$ cat src/rtl/serial_adder.sv
// Bit-serial adder: one full-adder cell plus carry flop, iterated LSB-first over WIDTH cycles.
// done pulses WIDTH cycles after the accept edge; start is ignored unless idle (no queuing).
module serial_adder #(
  parameter int WIDTH = 8
) (
  input  logic             clk,
  input  logic             rst_n,
  input  logic             start,
  input  logic [WIDTH-1:0] a,
  input  logic [WIDTH-1:0] b,
  input  logic             cin,
  output logic             busy,
  output logic             done,
  output logic [WIDTH-1:0] sum,
  output logic             cout
);
  localparam int CW = $clog2(WIDTH + 1);

  localparam logic [1:0] S_IDLE = 2'd0;
  localparam logic [1:0] S_RUN  = 2'd1;
  localparam logic [1:0] S_DONE = 2'd2;

  localparam logic [CW-1:0] LAST_BIT = CW'(WIDTH - 1);

  logic [1:0]       r_state;
  logic [WIDTH-1:0] r_a;
  logic [WIDTH-1:0] r_b;
  logic [WIDTH-1:0] r_res;
  logic             r_c;
  logic [CW-1:0]    r_cnt;

  logic             w_s;
  logic             w_c;
  logic [WIDTH-1:0] w_res_nxt;

  assign w_s = r_a[0] ^ r_b[0] ^ r_c;
  assign w_c = (r_a[0] & r_b[0]) | ((r_a[0] ^ r_b[0]) & r_c);

  // New sum bit enters at the MSB; shift form also covers WIDTH=1.
  assign w_res_nxt = (r_res >> 1) | (WIDTH'(w_s) << (WIDTH - 1));

  always_ff @(posedge clk or negedge rst_n) begin
    if (!rst_n) begin
      r_state <= S_IDLE;
      r_a     <= '0;
      r_b     <= '0;
      r_res   <= '0;
      r_c     <= 1'b0;
      r_cnt   <= '0;
      busy    <= 1'b0;
      done    <= 1'b0;
      sum     <= '0;
      cout    <= 1'b0;
    end else begin
      done <= 1'b0;
      case (r_state)
        S_IDLE: begin
          if (start) begin
            r_a     <= a;
            r_b     <= b;
            r_c     <= cin;
            r_cnt   <= '0;
            busy    <= 1'b1;
            r_state <= S_RUN;
          end
        end
        S_RUN: begin
          r_a   <= r_a >> 1;
          r_b   <= r_b >> 1;
          r_c   <= w_c;
          r_res <= w_res_nxt;
          r_cnt <= r_cnt + CW'(1);
          if (r_cnt == LAST_BIT) begin
            sum     <= w_res_nxt;
            cout    <= w_c;
            busy    <= 1'b0;
            done    <= 1'b1;
            r_state <= S_DONE;
          end
        end
        S_DONE: begin
          r_state <= S_IDLE;
        end
        default: begin
          r_state <= S_IDLE;
        end
      endcase
    end
  end

endmodule

$ cat config.mk
export PLATFORM = sky130hd
export DESIGN_NAME = serial_adder
export DESIGN_NICKNAME = d
export VERILOG_FILES = /design/src/rtl/serial_adder.sv
export SDC_FILE = /design/constraint.sdc
export NUM_CORES = 1
export LEC_CHECK = 0
export BUFFER_PORTS_ARGS = -buffer_cell sky130_fd_sc_hd__buf_2
export CAP_MARGIN = 20
export CORE_UTILIZATION = 55
export CTS_CLUSTER_SIZE = 14
export DETAILED_ROUTE_END_ITERATION = 8
export GPL_TIMING_DRIVEN = 0
export PLACE_DENSITY = 0.87
export SKIP_LAST_GASP = 1
export SLEW_MARGIN = 20
export SYNTH_ARGS = -nofsm -noshare
export SYNTH_HDL_FRONTEND = slang
export SYNTH_SLANG_ARGS = --single-unit
$ cat constraint.sdc
create_clock -name clk -period 2 [get_ports clk]
set_input_delay 0.4 -clock clk [delete_from_list [all_inputs] [get_ports clk]]
set_output_delay 0.4 -clock clk [all_outputs]
set_load 0.02 [all_outputs]
==> results.py <==
metrics = {
    "synthesis": {
        "synth.cell_area_sq_um": 1810,
        "synthArstFlopShare_pct": 100,
        "syn_avg_cell_area_sq_um": 10.5,
        "synthFlopType": "dfrtp_1",
        "yosysUniqueCellTypes": 28,
        "synth_warnings": 0,
        "ys_top_cells_by_count": "41 x dfrtp_1, 30 x nand2_1, 19 x o21ai_0",
        "synth.area.top_cells": "dfrtp_1 57%, nand2_1 6.2%, a22oi_1 5.8%",
        "synth-edff-count": 0,
        "synth_top_area_share_pct": 56.7,
        "ys_seq_elements": 41,
        "synth_top_cell_by_area": "dfrtp_1",
        "synth_most_common_cell": "dfrtp_1",
        "syn_inst": 172,
        "seq_area_frac_synth_pct": 56.7,
        "mappedNetlistNets": 194,
    },
    "sta": {
        "final.setup.tns_ps": 0,
        "drv_slew": 0,
        "fin_ws_ps": 435,
        "rsz0062_at_grt": "false",
        "finalCriticalPeriod_ps": 1560,
        "max_slew_margin_pct": 41.4,
        "finalHoldViolations": 0,
        "hold-worst-slack_ps": 128,
        "setup_viol": 0,
        "max_freq_ghz": 0.639,
        "skew_ps": 20.5,
        "finalCritPeriodShare_pct": 78.2,
        "tightestPinTransition_ps": 879,
    },
    "final_layout": {
        "n_antenna_cell": 0,
        "area_growth_pct": 16.0,
        "fin_util_pct": 68.2,
        "num-nets-final": 231,
        "drive_above_1_share_pct": 25.7,
        "design_area_sq_um": 2100,
        "instances_no_fill": 254,
        "nFillCells": 252,
        "seq_area_sq_um": 1030,
        "multiInputGateArea_sq_um": 724,
    },
    "floorplanning": {
        "io_pins": 31,
        "start_util_pct": 58.8,
        "die_x_um": 59.4,
        "num_rows": 20,
        "dieArea_sq_um": 3530,
        "core_area_sq_um": 3080,
        "die_y_um": 59.4,
    },
    "placement": {
        "place_congestion": 0.798,
        "hpwl_um": 2470,
        "place_area_sq_um": 2020,
        "port_buffers": 30,
        "pre_cts_ws_ps": 469,
        "dp.cells": 246,
    },
    "power_and_ir_drop": {
        "peakVddDrop_mv": 0.637,
        "p_per_area_nw_per_um2": 1490,
        "total_power_mw": 3.14,
        "p_leak_nw": 1.02,
    },
    "critical_path": {
        "start_kind": "flip-flop",
        "crit_fanout": 10,
        "crit_path_end_kind": "flip-flop",
        "setup.worst_path.class": "flip-flop to flip-flop",
        "cp_data_required_time_ps": 2260,
        "arrival_ps": 1820,
    },
    "global_routing": {
        "groute.usage.overall_pct": 24.4,
        "grt_max_degree": 42,
        "grt_pass1_wl_um": 6210,
        "antenna_found_initial": 0,
        "grt_overflow": 0,
        "grt_pass1_vias": 1361,
    },
    "clock_tree": {
        "cts_root_buf": "clkbuf_4",
        "cts_tree": "done",
        "numCtsBuffers": 5,
        "postCtsHoldBufs": 0,
        "clkTransAtPathRegs_ps": 140,
        "cts.sinks": 41,
        "htree_levels": 2,
        "postCtsSetupBuffers": 0,
        "clock_latency_ps": 370,
        "clock_path_buffers": 2,
        "cts_resized": 0,
    },
    "drt": {
        "vias_per_cell": 5.45,
        "drt_iter0_drc": 135,
        "wl_per_cell_um": 14.4,
        "drt_first_pass_iters": 4,
        "routed_wl_um": 3670,
        "vias": 1384,
        "ant_nets": 0,
        "drcViolationCount": 0,
    },
    "hold_path": {
        "hp-class": "input port to async pin",
    },
    "outcome": {
        "status": "finished clean",
    },
    "job": {
        "cap_violations": 0,
    },
}
layout by cell type (no fill, tap or decap):
cell        instances
nand3_1             2
clkinv_4            1
buf_2              33
o21bai_2            1
a31oi_1             1
nor3b_1             1
ha_1                1
mux2_2              8
nand2_1            30
clkbuf_1            5
a22oi_1            14
o21ai_0            19
nand2b_1            1
nor2b_1            14
mux2_1              1
nor3_2              1
bufinv_16           1
o311ai_0            1
and2b_1             1
nor3_1              1
a32o_1              1
nor2_1              1
a22o_1              1
fa_1                1
clkbuf_4            5
buf_4               2
nor2b_4             1
a21oi_1            15
clkinvlp_4          1
and2_1              1
dfrtp_1            41
inv_1               3
kinds of logic (layout without fill, tap and decap cells):
logic type                 Yosys count  count (layout)  synth area share, %
AOI/OAI and AO/OA                   53              53                 17.7
DFF                                 41              41                 56.7
adders and majority gates            2               2                 1.80
and+or+nand+nor                     54              54                 14.9
buffers and inverters               13              51                 3.32
muxes                                9               9                 5.60
layout make-up:
type,instances,area share [%]
inverter,3,0.536
buffer,10,2.32
sequential,41,48.9
timing repair buffer,30,7.15
clock buffer,5,1.79
multi-input combinational,118,34.5
tap,44,2.62
clock inverter,3,2.21
sequential cells by signal (all words and copies together), names as in the netlist:
name	count
busy	1
r_b	8
done	1
r_res	7
r_state	2
r_a	8
sum	8
cout	1
r_cnt	4
r_c	1
worst max-delay path, cell delays in order, from the launching register on:
cell and delay, ps:
dfrtp_1 400, ha_1 190, nand2_1 100, nor3_2 200, buf_4 230, mux2_2 350
power breakdown:
part / total [mW] / switching (mW) / internal [mW]
Clock: 0.553 / 0.288 / 0.265
Sequential: 1.39 / 0.232 / 1.16
Combinational: 1.19 / 0.710 / 0.479
final timing paths:
check,slack [ps],end,depth (start not counted),startpoint
min,130,r_b[2],1,rst_n
min reg2reg,490,r_res[1],2,r_res[2]
max in group asynchronous,1300,r_cnt[2],1,rst_n
min in group clk,300,r_b[7],2,b[7]
max,440,sum[4],5,r_cnt[0]
max reg2reg,440,sum[4],5,r_cnt[0]
metal layers:
layer	GRT usage [%]	vias to the layer above	share of wire (%)
li1	-	673	-
met1	31.9	670	43
met2	38.5	35	50
met3	6.33	6	4.8
met4	10.2	0	1.5
met5	0	-	0
Note: power is estimated with default switching activity, not from simulation.
